<file path="src/rtl/mips_ctrl_pkg.sv">
// mips_ctrl_pkg: shared definitions for the multicycle MIPS controller.
// It holds the state encoding, the opcode constants, the ALUOp codes (the
// ALUControl block consumes these as well), the ALUSrcB/PCSource mux
// encodings and the DECODE dispatch helper.
package mips_ctrl_pkg;

   typedef enum logic [3:0] {
      FETCH    = 4'd0,
      DECODE   = 4'd1,
      MEMADDR  = 4'd2,
      MEMREAD  = 4'd3,
      MEMWB    = 4'd4,
      MEMWRITE = 4'd5,
      RTYPE_EX = 4'd6,
      RTYPE_WB = 4'd7,
      IMM_EX   = 4'd8,
      IMM_WB   = 4'd9,
      BRANCH   = 4'd10,
      JUMP     = 4'd11
   } state_t;

   // Opcodes (IR[31:26])
   localparam logic [5:0] OP_RTYPE = 6'h00;
   localparam logic [5:0] OP_J     = 6'h02;
   localparam logic [5:0] OP_BEQ   = 6'h04;
   localparam logic [5:0] OP_BNE   = 6'h05;
   localparam logic [5:0] OP_ADDI  = 6'h08;
   localparam logic [5:0] OP_ANDI  = 6'h0C;
   localparam logic [5:0] OP_ORI   = 6'h0D;
   localparam logic [5:0] OP_LUI   = 6'h0F;
   localparam logic [5:0] OP_LW    = 6'h23;
   localparam logic [5:0] OP_SW    = 6'h2B;

   // ALUOp codes
   localparam logic [2:0] ALUOP_ADD   = 3'b000;
   localparam logic [2:0] ALUOP_SUB   = 3'b001;
   localparam logic [2:0] ALUOP_FUNCT = 3'b010;
   localparam logic [2:0] ALUOP_OR    = 3'b011;
   localparam logic [2:0] ALUOP_AND   = 3'b100;
   localparam logic [2:0] ALUOP_LUI   = 3'b101;

   // ALU B-operand select
   localparam logic [1:0] SRCB_RT      = 2'b00;
   localparam logic [1:0] SRCB_FOUR    = 2'b01;
   localparam logic [1:0] SRCB_SIGNEXT = 2'b10;
   localparam logic [1:0] SRCB_SHIFTED = 2'b11;

   // Next-PC select
   localparam logic [1:0] PCSRC_ALU    = 2'b00;
   localparam logic [1:0] PCSRC_ALUOUT = 2'b01;
   localparam logic [1:0] PCSRC_JUMP   = 2'b10;

   // Target state leaving DECODE; FETCH means the opcode is not recognised.
   function automatic state_t decodeDispatch(input logic [5:0] opcode);
      case (opcode)
         OP_RTYPE:                         decodeDispatch = RTYPE_EX;
         OP_LW, OP_SW:                     decodeDispatch = MEMADDR;
         OP_ADDI, OP_ANDI, OP_ORI, OP_LUI: decodeDispatch = IMM_EX;
         OP_BEQ, OP_BNE:                   decodeDispatch = BRANCH;
         OP_J:                             decodeDispatch = JUMP;
         default:                          decodeDispatch = FETCH;
      endcase
   endfunction

endpackage

</file>
<file path="src/rtl/multicycle_ctrl_decode.sv">
// multicycle_ctrl_decode: combinational strobe decoder, State+Opcode -> strobes.
// Ports: state/opcode/zero/memReady in; all datapath strobes plus the raw
// illegal and retire indications out. Reset gating is applied by the parent.
module multicycle_ctrl_decode
   import mips_ctrl_pkg::*;
(
   input  state_t     state,
   input  logic [5:0] opcode,
   input  logic       zero,
   input  logic       memReady,
   output logic       pcWrite,
   output logic       iorD,
   output logic       memRead,
   output logic       memWrite,
   output logic       irWrite,
   output logic       regDst,
   output logic       memtoReg,
   output logic       regWrite,
   output logic       aluSrcA,
   output logic [1:0] aluSrcB,
   output logic [2:0] aluOp,
   output logic [1:0] pcSource,
   output logic       illegal,
   output logic       retire
);

   // Strobe decode; everything defaults to 0 and each state raises its own.
   always_comb begin
      pcWrite  = 1'b0;
      iorD     = 1'b0;
      memRead  = 1'b0;
      memWrite = 1'b0;
      irWrite  = 1'b0;
      regDst   = 1'b0;
      memtoReg = 1'b0;
      regWrite = 1'b0;
      aluSrcA  = 1'b0;
      aluSrcB  = SRCB_RT;
      aluOp    = ALUOP_ADD;
      pcSource = PCSRC_ALU;
      illegal  = 1'b0;
      retire   = 1'b0;
      case (state)
         FETCH: begin
            memRead = 1'b1;
            aluSrcB = SRCB_FOUR;
            // IR and PC load only on the cycle the memory delivers the word
            irWrite = memReady;
            pcWrite = memReady;
         end
         DECODE: begin
            aluSrcB = SRCB_SHIFTED;
            illegal = (decodeDispatch(opcode) == FETCH);
         end
         MEMADDR: begin
            aluSrcA = 1'b1;
            aluSrcB = SRCB_SIGNEXT;
         end
         MEMREAD: begin
            memRead = 1'b1;
            iorD    = 1'b1;
         end
         MEMWB: begin
            regWrite = 1'b1;
            memtoReg = 1'b1;
            retire   = 1'b1;
         end
         MEMWRITE: begin
            memWrite = 1'b1;
            iorD     = 1'b1;
            retire   = memReady;
         end
         RTYPE_EX: begin
            aluSrcA = 1'b1;
            aluOp   = ALUOP_FUNCT;
         end
         RTYPE_WB: begin
            regWrite = 1'b1;
            regDst   = 1'b1;
            retire   = 1'b1;
         end
         IMM_EX: begin
            aluSrcA = 1'b1;
            aluSrcB = SRCB_SIGNEXT;
            case (opcode)
               OP_ANDI: aluOp = ALUOP_AND;
               OP_ORI:  aluOp = ALUOP_OR;
               OP_LUI:  aluOp = ALUOP_LUI;
               default: aluOp = ALUOP_ADD;
            endcase
         end
         IMM_WB: begin
            regWrite = 1'b1;
            retire   = 1'b1;
         end
         BRANCH: begin
            aluSrcA  = 1'b1;
            aluOp    = ALUOP_SUB;
            pcSource = PCSRC_ALUOUT;
            pcWrite  = ((opcode == OP_BEQ) & zero) | ((opcode == OP_BNE) & ~zero);
            retire   = 1'b1;
         end
         JUMP: begin
            pcSource = PCSRC_JUMP;
            pcWrite  = 1'b1;
            retire   = 1'b1;
         end
         default: begin
            retire = 1'b0;
         end
      endcase
   end

endmodule

</file>
<file path="src/rtl/multicycle_controller.sv">
// multicycle_controller: multicycle MIPS sequencer (FETCH..JUMP).
// Ports: clk, reset (sync, active-high), Opcode, Zero, MemReady in;
// datapath strobes, Illegal/InstrDone pulses, InstrCount and State out.
// Holds the state register, next-state logic and retired-instruction counter;
// strobe decode lives in multicycle_ctrl_decode.
module multicycle_controller
   import mips_ctrl_pkg::*;
#(
   parameter int CNT_WIDTH = 32
) (
   input  logic                 clk,
   input  logic                 reset,
   input  logic [5:0]           Opcode,
   input  logic                 Zero,
   input  logic                 MemReady,
   output logic                 PCWrite,
   output logic                 IorD,
   output logic                 MemRead,
   output logic                 MemWrite,
   output logic                 IRWrite,
   output logic                 RegDst,
   output logic                 MemtoReg,
   output logic                 RegWrite,
   output logic                 ALUSrcA,
   output logic [1:0]           ALUSrcB,
   output logic [2:0]           ALUOp,
   output logic [1:0]           PCSource,
   output logic                 Illegal,
   output logic                 InstrDone,
   output logic [CNT_WIDTH-1:0] InstrCount,
   output logic [3:0]           State
);

   state_t curState;
   state_t nextState;
   logic   pcWriteRaw;
   logic   memWriteRaw;
   logic   irWriteRaw;
   logic   regWriteRaw;
   logic   illegalRaw;
   logic   retireRaw;

   multicycle_ctrl_decode uDecode (
      .state    (curState),
      .opcode   (Opcode),
      .zero     (Zero),
      .memReady (MemReady),
      .pcWrite  (pcWriteRaw),
      .iorD     (IorD),
      .memRead  (MemRead),
      .memWrite (memWriteRaw),
      .irWrite  (irWriteRaw),
      .regDst   (RegDst),
      .memtoReg (MemtoReg),
      .regWrite (regWriteRaw),
      .aluSrcA  (ALUSrcA),
      .aluSrcB  (ALUSrcB),
      .aluOp    (ALUOp),
      .pcSource (PCSource),
      .illegal  (illegalRaw),
      .retire   (retireRaw)
   );

   // Architectural writes and pulses are suppressed while reset is held, so a
   // reset mid-instruction aborts it without side effects.
   always_comb begin
      PCWrite   = pcWriteRaw  & ~reset;
      MemWrite  = memWriteRaw & ~reset;
      IRWrite   = irWriteRaw  & ~reset;
      RegWrite  = regWriteRaw & ~reset;
      Illegal   = illegalRaw  & ~reset;
      InstrDone = retireRaw   & ~reset;
      State     = curState;
   end

   // Next-state logic; Opcode is consulted only from DECODE onward.
   always_comb begin
      nextState = FETCH;
      case (curState)
         FETCH:    nextState = MemReady ? DECODE : FETCH;
         DECODE:   nextState = decodeDispatch(Opcode);
         MEMADDR:  nextState = (Opcode == OP_LW) ? MEMREAD : MEMWRITE;
         MEMREAD:  nextState = MemReady ? MEMWB : MEMREAD;
         MEMWRITE: nextState = MemReady ? FETCH : MEMWRITE;
         RTYPE_EX: nextState = RTYPE_WB;
         IMM_EX:   nextState = IMM_WB;
         default:  nextState = FETCH;
      endcase
   end

   // State register.
   always_ff @(posedge clk) begin
      if (reset) begin
         curState <= FETCH;
      end else begin
         curState <= nextState;
      end
   end

   // Retired-instruction counter, wraps naturally at 2^CNT_WIDTH.
   always_ff @(posedge clk) begin
      if (reset) begin
         InstrCount <= {CNT_WIDTH{1'b0}};
      end else if (retireRaw) begin
         InstrCount <= InstrCount + {{(CNT_WIDTH-1){1'b0}}, 1'b1};
      end else begin
         InstrCount <= InstrCount;
      end
   end

endmodule
</file>
<file path="config.mk">
export PLATFORM = sky130hd
export DESIGN_NAME = multicycle_controller
export DESIGN_NICKNAME = d
export VERILOG_FILES = /design/src/rtl/mips_ctrl_pkg.sv /design/src/rtl/multicycle_ctrl_decode.sv /design/src/rtl/multicycle_controller.sv
export SDC_FILE = /design/constraint.sdc
export NUM_CORES = 1
export LEC_CHECK = 0
export ABC_CLOCK_PERIOD_IN_PS = 2510
export CAP_MARGIN = 0
export CORE_AREA = 5 5 67 69
export DETAILED_ROUTE_END_ITERATION = 10
export DIE_AREA = 0 0 72 74
export DONT_BUFFER_PORTS = 1
export PLACE_DENSITY = 0.77
export SETUP_SLACK_MARGIN = 0.1
export SLEW_MARGIN = 20
export SYNTH_ARGS = -nofsm -noshare
export SYNTH_HDL_FRONTEND = slang
export SYNTH_SLANG_ARGS = --single-unit
</file>
<file path="constraint.sdc">
create_clock -name clk -period 2.51 [get_ports clk]
set_input_delay 0.251 -clock clk [delete_from_list [all_inputs] [get_ports clk]]
set_output_delay 0.251 -clock clk [all_outputs]
set_load 0.005 [all_outputs]
</file>
Word-level counts from Yosys, hierarchy flattened
Index checks and enable logic that the tools add are counted.
Widths: inputs -> output; s select.
{"block": "word_totals", "word_cells": 68, "out_inout_bits": 54, "reg_bits": 36}
{"block": "op_classes", "bitwise": 11, "addsub": 1, "mux": 22, "reduce_logical": 12, "eq_ne": 20}
{"op": "$add 32x1->32 const B", "count": 1}
{"op": "$pmux 4 s7", "count": 1}
{"op": "$eq 6x4->1 const B", "count": 4}
{"op": "$pmux 4 s5", "count": 1}
{"op": "$pmux 3 s3", "count": 2}
{"op": "$eq 4x3->1 const B", "count": 4}
{"op": "$eq 4x4->1 const B", "count": 4}
{"op": "$eq 6x3->1 const B", "count": 2}
{"op": "$eq 6x6->1 const B", "count": 2}
{"op": "$mux 1", "count": 10}
{"op": "$reduce_or 2->1", "count": 5}
{"op": "$mux 3", "count": 3}
{"op": "$and 1x1->1", "count": 8}
{"op": "$eq 4x2->1 const B", "count": 2}
{"op": "$logic_not 4->1", "count": 2}
{"op": "$reduce_or 4->1", "count": 2}
{"op": "$eq 6x2->1 const B", "count": 1}
{"op": "$logic_not 6->1", "count": 1}
{"op": "$pmux 2 s3", "count": 1}
{"op": "$reduce_or 5->1", "count": 1}
{"op": "$eq 4x1->1 const B", "count": 1}
{"op": "$mux 4", "count": 1}
{"op": "$pmux 2 s2", "count": 1}
{"op": "$pmux 1 s3", "count": 1}
{"op": "4 further kinds", "count": 5}

Logic depth before layout (Yosys ltp)
{"block": "logic_depth", "depth_word": 7, "mapped_depth": 7, "ltp_nobuf": 5}

Modules after synthesis
Synthesis repeated with hierarchy kept, for this count alone.
{"block": "unflattened", "cells_unflattened": 285, "hier_area_um2": 2258.4}
{"mod": "multicycle_controller", "instances": 1, "cells_per_inst": 231, "seq_area_each_um2": 720.7, "area_per_inst_um2": 1900.6}
{"mod": "multicycle_ctrl_decode", "instances": 1, "cells_per_inst": 54, "seq_area_each_um2": 0.0, "area_per_inst_um2": 357.8}

Least setup slack after synthesis
Ideal clock, no wire load.
{"block": "synth_path", "path_type": "reg2reg", "startpoint": "register InstrCount[2]", "endpoint": "register InstrCount[27]", "arrival_time_ps": 1860, "setup_slack_ps": 529, "required_time_ps": 2389, "path_stages_with_launch": 6, "path_buffers": 1, "cell_sequence": "dfxtp_1 nand4_2 or4_1 clkbuf_2 nor4_1 mux2_2"}
{"block": "synth_between", "elab_chain_len": 1}
{"item": "start: declaration", "line": "multicycle_controller.sv:30", "source": "output logic [CNT_WIDTH-1:0] InstrCount,"}
{"item": "start signal: assignment", "line": "multicycle_controller.sv:103", "source": "InstrCount <= {CNT_WIDTH{1'b0}};"}
{"item": "start signal: assignment", "line": "multicycle_controller.sv:105", "source": "InstrCount <= InstrCount + {{(CNT_WIDTH-1){1'b0}}, 1'b1};"}
{"item": "start signal: assignment", "line": "multicycle_controller.sv:107", "source": "InstrCount <= InstrCount;"}
{"item": "$add 32x1->32", "line": "multicycle_controller.sv:105"}
No other way between the ends.
A chain may end at the register's enable or synchronous reset.

Worst setup path in the final report
{"block": "layout_path", "startpoint": "register InstrCount[9]", "endpoint": "register InstrCount[31]"}
The elaborated chain is that of the path after synthesis.

==> flow_summary.toml <==
[global_route]
grt_max_degree = 49
grt_util_all_layers_pct = 23.1
grt_overflow = 0
grt_pass1_vias = 2084
antenna_found_initial = 0
grt_pass1_wl_mm = 9.96

[critical_path]
critPathMaxFanout = 8
worst_path_max_delay_cell = "or4_1"
timing.rr.start = "InstrCount[9]$_SDFFE_PP0P_"
reg2reg_slack_ns = 0.25
worstPathRequired_ns = 2.69
cp-startpoint = "InstrCount[9]$_SDFFE_PP0P_"
crit_path_end = "InstrCount[31]$_SDFFE_PP0P_"
endpoint_kind = "flop"
worstSetupStartpointType = "flop"
crit_cells = 4
path_class = "flop to flop"
r2r_cells = 4
arrival_ns = 2.44
max_stage_delay_ns = 0.68
worst-path-buf-inv = 0
rr_endpoint = "InstrCount[31]$_SDFFE_PP0P_"
cp_cell_sequence = "nand4_1 > or4_1 > nor4_1 > mux2_2"
critPathTopFamily = "simple AND/OR/NAND/NOR gates"

[synth]
synth.area.mux_share_pct = 3.79
synth-edff-count = 0
async_reset_ff_share_pct = 0
netlist_instances = 305
ys_warn_count = 0
ys_ff_latch = 36
synthAdderAreaFrac_pct = 0.534
synth_area_leaders = "dfxtp_1 (31%), or4_1 (6.7%), a21oi_1 (6.6%)"
synthSimpleGateAreaFrac_pct = 37.4
synth_top_area_share_pct = 30.8
ys.flop_type = "dfxtp_1"
synth_cell_types = 55
synthesis.nets = 316
synth-xor-area-share_pct = 2.62
synth-compound-area-share_pct = 19.9
synth_top_family_by_area = "simple AND/OR/NAND/NOR gates"
synth_area_per_cell_um2 = 7.68
synth_area_leader_cell = "dfxtp_1"
ys_seq_area_share_pct = 30.8
syn-cell-area_um2 = 2340

[placed_design]
gp_congestion = 0.856
port_buffers = 0
dp_hpwl_mm = 4.24
dp.cells = 341

[layout]
nets = 309
final_util_pct = 64.9
instances_no_fill = 349
area.growth.synth_to_final_pct = 6.89
antenna-diode-count = 0
layout-drive-gt1-share_pct = 11.0

[cts]
clock_latency_ns = 0.29
cts-buffers-inserted = 5
clk_pin_slew_ns = 0.07
cts_tree = "yes"
htreeDepth = 2
clock-root-buffer = "clkbuf_8"
hold_buffers = 0
cts.sink_count = 36
clk_path_buf_depth = 2

[route]
routed_wl_mm = 6.11
met2_length_mm = 2.72
antenna_left = 0
vias = 2341
dr.pass1.iters = 5
wl_met1_mm = 2.70
viasPerCell = 6.71
wl_per_cell_um = 17.5
drc = 0
drt_iter0_markers = 201
top_layer = "met4"
dr_wl_met3_um = 619

[floorplan]
core_area_um2 = 3860
die-area_um2 = 5330
fp.dieH_um = 74
die_w_um = 72
start_util_pct = 60.7
num_rows = 23
io-pin-count = 64

[timing]
min_period_ns = 2.26
timing.fmax_mhz = 443
relSlewSlack_pct = 66.9
fin_tns_setup_ns = 0
finalCritPeriodShare_pct = 89.9
rsz0062_at_grt = "false"
hold_violations = 0
maxSlewViolCount = 0
worst_pin_slew_ns = 0.491
fin_skew_ns = 0.00464
finalSetupViolations = 0

[min_path]
hold_path_class = "input port to flop"

[power]
peakVddDrop_v = 0.000343
leakage_nw = 0.747
power_density_nw_per_um2 = 475

[flow_run]
cap_violations = 0

[run_status]
outcome = "complete, no violations"
## state kept, by name, indices dropped and copies added (netlist names)
signal and flops:
State 4, InstrCount 32
## kinds of logic after synthesis
| family | count (synthesis) |
|---|---|
| AND/OR/NAND/NOR | 150 |
| AO/OA/AOI/OAI | 74 |
| flip-flops | 36 |
| buffers and inverters | 29 |
| multiplexers | 8 |
| XOR/XNOR | 7 |
| adder cells (fa/ha/maj) | 1 |
## power breakdown
part           internal [W]  leakage (nW)  switching [W]
clock              0.000295        0.0552       0.000211
sequential         0.000575         0.290     0.00000963
combinational     0.0000384         0.401      0.0000584
## placed cells by master (no fill, tap or decap), types with 9 or more instances in the layout
cell type,instances
nor2_1,21
nand4_1,13
or4_1,21
o31ai_1,13
a21oi_1,31
nand2_1,21
buf_4,10
nor4_1,9
nand3_1,18
dfxtp_1,36
nor2b_1,11
o21ai_0,11
## synthesized netlist by cell type (all sizes together) (3+ instances only)
cell / count
dfxtp: 36
a21oi: 31
nand2: 21
nor2: 21
or4: 21
clkbuf: 19
nand3: 18
nand4: 14
o31ai: 13
o21ai: 12
nor2b: 11
nor4: 9
mux2: 7
buf: 5
inv: 5
nor3: 5
and3: 4
or2: 4
or3: 4
xor2: 4
nand2b: 3
nor4b: 3
or4b: 3
xnor2: 3
## per-stage QoR
stage	worst slack (ns)	power [W]	hold WS, ns	cell area, um2
after floorplan	0.529	0.000687	0.422	2340
after CTS	0.150	0.00119	0.0175	2490
final	0.252	0.00119	0.0208	2500
after detailed placement	0.298	0.000692	0.327	2380
after global placement	0.378	0.000690	0.324	2380
after global routing	0.174	0.00123	0.00728	2500
## what timing repair did
action / CTS / global route
setup endpoints to repair: 0 / 1
resized for setup: 0 / 2
setup buffers: 0 / 0
## layout make-up
class / instances / area (um2)
Clock inverter: 2 / 35.0
Timing Repair Buffer: 10 / 75.1
Clock buffer: 6 / 72.6
Inverter: 5 / 18.8
Sequential cell: 36 / 721
Multi-Input combinational cell: 240 / 1520
Tap cell: 50 / 62.6
Fill cell: 333 / 1350
## how the worst min path moves through the flow
stage,startpoint,to,cells past startpoint
after floorplan,reset,InstrCount[7]$_SDFFE_PP0P_,2
after global placement,reset,InstrCount[8]$_SDFFE_PP0P_,1
after detailed placement,reset,InstrCount[1]$_SDFFE_PP0P_,1
after CTS,reset,InstrCount[8]$_SDFFE_PP0P_,1
after global routing,reset,InstrCount[21]$_SDFFE_PP0P_,1
final,reset,InstrCount[8]$_SDFFE_PP0P_,1
## per-layer routing
metal	track usage, %	up-vias
met4	7.31	0
met2	36.1	100
met5	0	-
met3	7.70	6
met1	30.4	1076
li1	-	1159
Note: power is estimated with default switching activity, not from simulation.
